==> src/rtl/urv_irq_ctrl.sv <==
// Interrupt collector and periodic tick source for the uRV core.
// Synchronises peripheral lines, latches level/edge pending bits and exposes a small register port.
module urv_irq_ctrl #(
    parameter int unsigned g_num_irqs    = 16,
    parameter int unsigned g_timer_width = 32
) (
    input  logic                  clk_i,
    input  logic                  rst_i,
    input  logic [g_num_irqs-1:0] irq_src_i,
    input  logic [2:0]            reg_addr_i,
    input  logic                  reg_wr_i,
    input  logic                  reg_rd_i,
    input  logic [31:0]           reg_wdata_i,
    output logic [31:0]           reg_rdata_o,
    output logic                  reg_ack_o,
    output logic                  irq_o,
    output logic                  tick_o
);

    localparam logic [2:0] AddrPending = 3'd0;
    localparam logic [2:0] AddrMask    = 3'd1;
    localparam logic [2:0] AddrEdge    = 3'd2;
    localparam logic [2:0] AddrVector  = 3'd3;
    localparam logic [2:0] AddrPeriod  = 3'd4;
    localparam logic [2:0] AddrCount   = 3'd5;
    localparam logic [2:0] AddrCtrl    = 3'd6;

    localparam logic [g_timer_width-1:0] TimerOne = g_timer_width'(1);

    logic [g_num_irqs-1:0]    s1_q, s2_q, s3_q;
    logic [g_num_irqs-1:0]    pending_q, pending_d;
    logic [g_num_irqs-1:0]    mask_q, mask_d;
    logic [g_num_irqs-1:0]    edge_cfg_q, edge_cfg_d;
    logic [g_timer_width-1:0] period_q, period_d;
    logic [g_timer_width-1:0] count_q, count_d;
    logic                     ctrl_q, ctrl_d;
    logic                     tick_q, tick_d;
    logic                     irq_q, irq_d;
    logic                     ack_q, ack_d;
    logic [31:0]              rdata_q, rdata_d;

    logic                     wr_en, rd_en;
    logic                     wr_pending, wr_mask, wr_edge, wr_period, wr_ctrl;
    logic [g_num_irqs-1:0]    masked, w1c, edge_chg, rise;
    logic [31:0]              vector, rd_val;

    // A simultaneous read and write is serviced as a write only.
    assign wr_en = reg_wr_i;
    assign rd_en = reg_rd_i & ~reg_wr_i;

    assign wr_pending = wr_en && (reg_addr_i == AddrPending);
    assign wr_mask    = wr_en && (reg_addr_i == AddrMask);
    assign wr_edge    = wr_en && (reg_addr_i == AddrEdge);
    assign wr_period  = wr_en && (reg_addr_i == AddrPeriod);
    assign wr_ctrl    = wr_en && (reg_addr_i == AddrCtrl);

    assign masked   = pending_q & mask_q;
    assign rise     = s2_q & ~s3_q;
    assign w1c      = wr_pending ? reg_wdata_i[g_num_irqs-1:0] : '0;
    assign edge_chg = wr_edge ? (reg_wdata_i[g_num_irqs-1:0] ^ edge_cfg_q) : '0;

    always_comb begin
        vector = '0;
        for (int i = int'(g_num_irqs) - 1; i >= 0; i--) begin
            if (masked[i]) begin
                vector[4:0] = 5'(i);
            end
        end
        vector[31] = |masked;
    end

    always_comb begin
        case (reg_addr_i)
            AddrPending: rd_val = 32'(pending_q);
            AddrMask:    rd_val = 32'(mask_q);
            AddrEdge:    rd_val = 32'(edge_cfg_q);
            AddrVector:  rd_val = vector;
            AddrPeriod:  rd_val = 32'(period_q);
            AddrCount:   rd_val = 32'(count_q);
            AddrCtrl:    rd_val = {31'b0, ctrl_q};
            default:     rd_val = '0;
        endcase
    end

    always_comb begin
        mask_d     = wr_mask ? reg_wdata_i[g_num_irqs-1:0] : mask_q;
        edge_cfg_d = wr_edge ? reg_wdata_i[g_num_irqs-1:0] : edge_cfg_q;
        // Edge bits: a new rising edge beats a W1C; switching mode always clears the bit.
        pending_d  = ((edge_cfg_q & (rise | (pending_q & ~w1c))) | (~edge_cfg_q & s2_q))
                     & ~edge_chg;
        irq_d      = |masked;
        ack_d      = wr_en | rd_en;
        rdata_d    = rd_en ? rd_val : '0;
    end

    always_comb begin
        period_d = period_q;
        ctrl_d   = ctrl_q;
        count_d  = count_q;
        tick_d   = 1'b0;
        if (wr_period) begin
            period_d = reg_wdata_i[g_timer_width-1:0];
        end
        if (wr_ctrl) begin
            ctrl_d = reg_wdata_i[0];
        end
        if (wr_period || (wr_ctrl && reg_wdata_i[0])) begin
            count_d = period_d - TimerOne;
        end else if (ctrl_q && !wr_ctrl && (period_q != '0)) begin
            if (count_q == '0) begin
                tick_d  = 1'b1;
                count_d = period_q - TimerOne;
            end else begin
                count_d = count_q - TimerOne;
            end
        end
    end

    always_ff @(posedge clk_i or negedge rst_i) begin
        if (!rst_i) begin
            s1_q       <= '0;
            s2_q       <= '0;
            s3_q       <= '0;
            pending_q  <= '0;
            mask_q     <= '0;
            edge_cfg_q <= '0;
            period_q   <= '0;
            count_q    <= '0;
            ctrl_q     <= 1'b0;
            tick_q     <= 1'b0;
            irq_q      <= 1'b0;
            ack_q      <= 1'b0;
            rdata_q    <= '0;
        end else begin
            s1_q       <= irq_src_i;
            s2_q       <= s1_q;
            s3_q       <= s2_q;
            pending_q  <= pending_d;
            mask_q     <= mask_d;
            edge_cfg_q <= edge_cfg_d;
            period_q   <= period_d;
            count_q    <= count_d;
            ctrl_q     <= ctrl_d;
            tick_q     <= tick_d;
            irq_q      <= irq_d;
            ack_q      <= ack_d;
            rdata_q    <= rdata_d;
        end
    end

    assign reg_rdata_o = rdata_q;
    assign reg_ack_o   = ack_q;
    assign irq_o       = irq_q;
    assign tick_o      = tick_q;

endmodule

==> config.mk <==
export PLATFORM = sky130hd
export DESIGN_NAME = urv_irq_ctrl
export DESIGN_NICKNAME = d
export VERILOG_FILES = /design/src/rtl/urv_irq_ctrl.sv
export SDC_FILE = /design/constraint.sdc
export NUM_CORES = 1
export LEC_CHECK = 0
export CORE_ASPECT_RATIO = 1.25
export CORE_MARGIN = 8
export CORE_UTILIZATION = 60
export DETAILED_ROUTE_END_ITERATION = 6
export PLACE_DENSITY = 0.94
export SLEW_MARGIN = 20
export SYNTH_ARGS = -nofsm -noshare
export SYNTH_HDL_FRONTEND = slang
export SYNTH_SLANG_ARGS = --single-unit
==> constraint.sdc <==
create_clock -name clk_i -period 5.17 [get_ports clk_i]
set_input_delay 0.517 -clock clk_i [delete_from_list [all_inputs] [get_ports clk_i]]
set_output_delay 0.517 -clock clk_i [all_outputs]
set_load 0.01 [all_outputs]
==> impl_metrics.toml, run 1 <==
[status]
status = "complete, no violations"

[clocking]
path_clk_slew_ns = 0.07
ctsHoldBuffers = 0
ctsRootBufferMaster = "clkbuf_16"
cts_inserted_buffers = 17
post-cts-setup-buffer-count = 0
cts_buffer_depth = 2
h-tree-depth = 4
cts_tree = "yes"
cts.repair.resized = 0
clk_latency_ns = 0.44
clkSinkCount = 196

[synth]
yosysTopAreaCellShare = 0.530
syn-cell-area_um2 = 9250
synth_edf_count = 0
synth_seq_cells = 196
synth-compound-area-share = 0.167
postSynthCellCount = 935
synthAdderAreaFrac = 0.00135
synth_ff_type = "dfrtp_1"
yosysUniqueCellTypes = 66
synthArstFlopShare = 1.00
syn_avg_cell_area_um2 = 9.89
yosysMostFrequentCell = "dfrtp_1"
yosys.area.top_type = "dfrtp_1"
synth_top_family_by_area = "compound AO/OA/AOI/OAI gates"
synth-warning-count = 0
synthTopCellsByCount = "dfrtp_1, nand2_1, nor2_1"
syn_nets = 991
seq_area_frac_synth = 0.530
synthTopCellsByArea = "dfrtp_1, nand2_1, mux2_2, o21ai_0, a21oi_1"
synthMuxAreaShare = 0.0814
synthSimpleGateAreaFrac = 0.158
synth_xor_area_frac = 0.0218

[grt]
grt_first_pass_wirelength_mm = 42.5
track_usage = 0.273
grt_pass1_vias = 8221
grt_max_degree = 124
grt_overflow = 0
antenna_found_initial = 0

[sta]
slew_headroom = 0.246
rsz0062_at_grt = "no"
finClkSkew_ns = 0.0126
fin_crit_ns = 4.40
hold_viol_final = 0
min_period_over_period = 0.850
worstMarginPinSlew_ns = 1.13
final_max_slew_viol_count = 0
tns_ns = 0
max_freq_mhz = 227
fin_hold_ws_ns = 0.219
setup_viol = 0

[cells_and_area]
fillCellCount = 955
nets = 1068
area_growth_pct = 18.0
post_route_cells_drive_above_1_share = 0.103
antennaDiodeCount = 0
fin_util = 0.727

[floorplan]
coreArea_um2 = 15000
std_cell_rows = 50
die_w_um = 127
die_area_um2 = 19700
initial_core_util = 0.616
num_io_pins = 90
die_h_um = 155

[placed_design]
gp_congestion = 0.972
port_buffers = 89
dp.final_hpwl_mm = 17.5

[setup_path]
cp_data_arrival_time_ns = 4.75
end_kind = "flip-flop"
cp_max_fo = 17
rr_startpoint = "count_q[0]"
max_stage_delay_ns = 0.72
startpoint_type = "input port"
cpMaxStageDelayCell = "nor2_2"
worstSetupStartpoint = "reg_wr_i"
crit_type = "input port to flip-flop"
crit_family = "simple AND/OR/NAND/NOR gates"
path_cells = "clkdlybuf4s50_1 > nand3b_1 > nor2_2 > nor3_1 > a221oi_1 > nand4_1 > nor3_2 > nand2_1 > or3_1 > a31oi_1"
cp.required_ns = 5.53
worst-path-buf-inv = 1

[hold_path]
hold_class = "input port to async pin"

[drt]
vias = 8151
vias_per_cell = 6.76
drc_errors = 0
drt-pass1-iter-count = 7
ant_nets = 0
wl_per_cell_um = 21.9
first_iter_violations = 1262
wirelength_mm = 26.4

[power]
power.net_switching_uw = 1550
p_clk_frac = 0.302
vdd_ir_drop_max_v = 0.000261
internal_power_uw = 3140
pwr-share-seq = 0.458
switching_share = 0.331
combPwrFrac = 0.241
leakagePower_uw = 0.00469
p_per_area_nw_per_um2 = 430

[run]
drv_cap = 0
## worst paths after layout
path                                to  slack (ns)  depth (start not counted)
max in group asynchronous   mask_q[11]        3.79                          2
hold reg to reg                s2_q[6]        0.35                          0
hold / removal                s2_q[12]        0.22                          1
min in group clk_i             s2_q[6]        0.35                          0
setup reg to reg           count_q[30]        0.99                         14
setup / recovery           count_q[29]        0.77                         10
## power groups by stage
| stage | sequential (uW) | clock (uW) | combinational (uW) |
|---|---|---|---|
| after detailed placement | 2140 | 0 | 1070 |
| after global placement | 2130 | 0 | 1020 |
| after floorplan | 2030 | 0 | 772 |
| final | 2150 | 1420 | 1130 |
| after CTS | 2120 | 1420 | 1110 |
| after global routing | 2170 | 1480 | 1230 |
## cell families (layout without fill, tap and decap cells)
kind of cell | after synthesis | count (layout)
multiplexers | 66 | 66
XOR/XNOR | 23 | 23
buffers and inverters | 88 | 177
adder cells (fa/ha/maj) | 1 | 1
AND/OR/NAND/NOR | 323 | 323
AO/OA/AOI/OAI | 238 | 238
flip-flops | 196 | 196
## cell usage in the layout (no fill, tap or decap), types with 4 or more instances in the layout
cell	netlist	final
o21ai_1	4	4
and3_1	4	4
nand2_1	152	152
nor3_1	7	7
a22o_1	16	16
a21oi_1	63	63
clkbuf_16	0	17
nand4_1	13	13
mux2i_1	22	22
a22oi_1	7	7
nand2b_1	4	4
dfrtp_1	196	196
a211oi_1	16	16
and2_1	8	8
a31oi_1	9	9
xor2_1	5	5
mux2_2	35	35
xnor2_1	18	18
o21a_1	4	4
nor2_1	83	83
bufinv_16	0	4
o21ai_0	67	67
clkdlybuf4s50_1	0	87
nand3_1	9	9
o311ai_0	15	15
inv_1	40	40
buf_4	2	17
clkinvlp_4	0	5
nor4_1	19	19
a222oi_1	12	12
mux2_4	4	4
## sequential cells by signal (all words and copies together) (netlist names)
signal and flops:
s3_q 16, s2_q 16, period_q 32, irq_o 1, ctrl_q 1, pending_q 16
reg_rdata_o 32, s1_q 16, reg_ack_o 1, edge_cfg_q 16, mask_q 16, tick_o 1
count_q 32
## worst reg2reg max path, cell delays in order (launching register included)
cell and delay [ns]:
dfrtp_1 0.47, nor4_1 0.10, nand4_1 0.45, buf_4 0.30, nor3_1 0.06, o31ai_1 0.55
ha_1 0.31, inv_1 0.05, a311oi_1 0.25, nand4_2 0.27, nor4_4 0.33, buf_4 0.20
nand2_2 0.10, or4_1 0.50, a31oi_1 0.17
## routing by layer
| metal | global-route usage | wire [um] | share of wire |
|---|---|---|---|
| met5 | 0 | 0 | 0 |
| met4 | 0.164 | 1410 | 0.053 |
| met3 | 0.0654 | 2390 | 0.091 |
| met2 | 0.456 | 13100 | 0.50 |
| met1 | 0.313 | 9490 | 0.36 |
## metrics by stage
step	instances	power, uW	area (um2)	setup slack [ns]
2_1_floorplan	935	2800	9250	1.32
3_3_place_gp	1175	3150	10300	0.588
3_5_place_dp	1175	3220	10300	0.532
4_1_cts	1206	4650	10900	0.935
5_1_grt	1206	4890	10900	0.588
6_report	1206	4700	10900	0.774
## cell type report
cell class | instances | area, um2 | share of cell area
Inverter | 40 | 150 | 0.0138
Clock buffer | 20 | 457 | 0.0418
Sequential cell | 196 | 4900 | 0.449
Clock inverter | 11 | 175 | 0.0160
Timing Repair Buffer | 106 | 1020 | 0.0932
Multi-Input combinational cell | 651 | 3990 | 0.365
Tap cell | 182 | 228 | 0.0209
Power figures use the tool's default switching activity.
==> run 2, diff against run 1 <==
--- a/config.mk
+++ b/config.mk
@@ -8,9 +8,9 @@
 export CORE_ASPECT_RATIO = 1.25
 export CORE_MARGIN = 8
 export CORE_UTILIZATION = 60
+export CTS_CLUSTER_SIZE = 30
 export DETAILED_ROUTE_END_ITERATION = 6
 export PLACE_DENSITY = 0.94
-export SLEW_MARGIN = 20
 export SYNTH_ARGS = -nofsm -noshare
 export SYNTH_HDL_FRONTEND = slang
 export SYNTH_SLANG_ARGS = --single-unit
==> results of run 2 <==
Same layout as run 1: the final DEF is identical, and so are final timing and power.
==> run 3, diff against run 2 <==
--- a/config.mk
+++ b/config.mk
@@ -10,7 +10,7 @@
 export CORE_UTILIZATION = 60
 export CTS_CLUSTER_SIZE = 30
 export DETAILED_ROUTE_END_ITERATION = 6
-export PLACE_DENSITY = 0.94
+export PLACE_DENSITY = 0.83
 export SYNTH_ARGS = -nofsm -noshare
 export SYNTH_HDL_FRONTEND = slang
 export SYNTH_SLANG_ARGS = --single-unit
==> impl_metrics.toml, run 3 (synthesized netlist as in run 1, its figures left out) <==
[status]
status = "complete, no violations"

[floorplan]
std_cell_rows = 50
initial_core_util = 0.616
die_h_um = 155
coreArea_um2 = 15000
num_io_pins = 90
die_area_um2 = 19700
die_w_um = 127

[cells_and_area]
multi_input_comb_area_um2 = 3990
final_cell_mix = "dfrtp_1, nand2_1, clkdlybuf4s50_1"
antennaDiodeCount = 0
regArea_um2 = 4900
post_route_cells_drive_above_1_share = 0.102
area_growth_pct = 18.2
instances_no_fill = 1206
nets = 1069
fillCellCount = 1071
final_common_cell = "dfrtp_1"

[run]
drv_cap = 0

[clocking]
clkSinkCount = 196
cts_tree = "yes"
cts_inserted_buffers = 17
ctsRootBufferMaster = "clkbuf_16"
clk_latency_ns = 0.45
path_clk_slew_ns = 0.07
post-cts-setup-buffer-count = 0
cts.repair.resized = 0
cts_buffer_depth = 2
h-tree-depth = 4
ctsHoldBuffers = 0

[setup_path]
cpMaxStageDelayCell = "nor2_2"
r2r_slack_ns = 1.40
end_kind = "flip-flop"
crit_type = "input port to flip-flop"
cp.required_ns = 5.53
path_cells = "clkdlybuf4s50_1 > nand3b_1 > nor2_2 > nor3_1 > a221oi_1 > nand4_1 > nor3_2 > nand2_1 > or3_1 > a31oi_1"
max_stage_delay_ns = 0.64
cp_data_arrival_time_ns = 4.49
startpoint_type = "input port"
cp_max_fo = 17

[power]
p_clk_frac = 0.307
p_per_area_nw_per_um2 = 424
vdd_ir_drop_max_v = 0.000280
switching_share = 0.317
total_power_uw = 4640
leakagePower_uw = 0.00472
pwr-share-seq = 0.459
combPwrFrac = 0.234
power.net_switching_uw = 1470
internal_power_uw = 3170

[placed_design]
gp_congestion = 0.906
port_buffers = 89
dp.final_hpwl_mm = 16.5
post-place-ws_ns = 0.685
dp.cells = 1176

[sta]
fin_hold_ws_ns = 0.170
final_max_slew_viol_count = 0
finClkSkew_ns = 0.0141
tns_ns = 0
max_freq_mhz = 242
setup_ws_ns = 1.04
min_period_over_period = 0.798
rsz0062_at_grt = "no"
worstMarginPinSlew_ns = 1.11
setup_viol = 0
fin_crit_ns = 4.13
slew_headroom = 0.258
hold_viol_final = 0

[grt]
track_usage = 0.253
antenna_found_initial = 0
grt_max_degree = 111
grt_first_pass_wirelength_mm = 39.1
grt_overflow = 0
grt_pass1_vias = 7678

[drt]
drc_errors = 0
ant_nets = 0
first_iter_violations = 852
wl_per_cell_um = 20.2
vias = 7729
wirelength_mm = 24.4
drt-pass1-iter-count = 6
vias_per_cell = 6.41

[hold_path]
hold_class = "input port to async pin"
==> run 3: cell count changes in the layout (fill, tap and decap cells not counted) <==
cell,previous run,this run
clkinv_2,0,3
clkbuf_1,1,2
clkinvlp_4,5,1
buf_12,0,1
inv_6,1,0
clkbuf_8,3,2
bufinv_16,4,5
==> run 3: path summary, 6_finish.rpt <==
kind | start | to | cells after the start
worst min register to register | s1_q[14] | s2_q[14] | 0
worst max register to register | count_q[1] | count_q[30] | 14
min in group clk_i | s1_q[14] | s2_q[14] | 0
worst max-delay path | reg_wr_i | count_q[29] | 10
worst min-delay path | rst_i | period_q[18] | 1
max in group asynchronous | rst_i | s1_q[14] | 2
==> run 3: final cells by class <==
type | instances | share of cell area
Timing Repair Buffer | 107 | 0.0949
Multi-Input combinational cell | 651 | 0.365
Inverter | 40 | 0.0137
Clock inverter | 10 | 0.0166
Sequential cell | 196 | 0.449
Clock buffer | 20 | 0.0408
Tap cell | 182 | 0.0208
==> run 3: per-layer routing <==
layer | global-route usage | vias to the layer above | share of wire
li1 | - | 3486 | -
met1 | 0.302 | 3803 | 0.40
met2 | 0.422 | 358 | 0.50
met3 | 0.0544 | 82 | 0.065
met4 | 0.131 | 0 | 0.040
met5 | 0 | - | 0
==> run 3: critical path: cells and delay by family <==
| family | cells | cell delay, ns |
|---|---|---|
| buf+inv | 1 | 0.60 |
| simple gates | 7 | 2.66 |
| compound gates | 2 | 0.70 |
==> run 3: power by group through the flow <==
stage	combinational [uW]	sequential (uW)	clock, uW
after detailed placement	1060	2140	0
after global placement	1030	2130	0
after CTS	1080	2120	1430
final	1090	2130	1420
after floorplan	772	2030	0
after global routing	1210	2160	1500
==> run 3: per-stage QoR <==
step                      utilization  area (um2)
after global routing            0.728       10900
after global placement          0.687       10300
after CTS                       0.728       10900
after floorplan                     -        9250
after detailed placement        0.687       10300
final                           0.728       10900
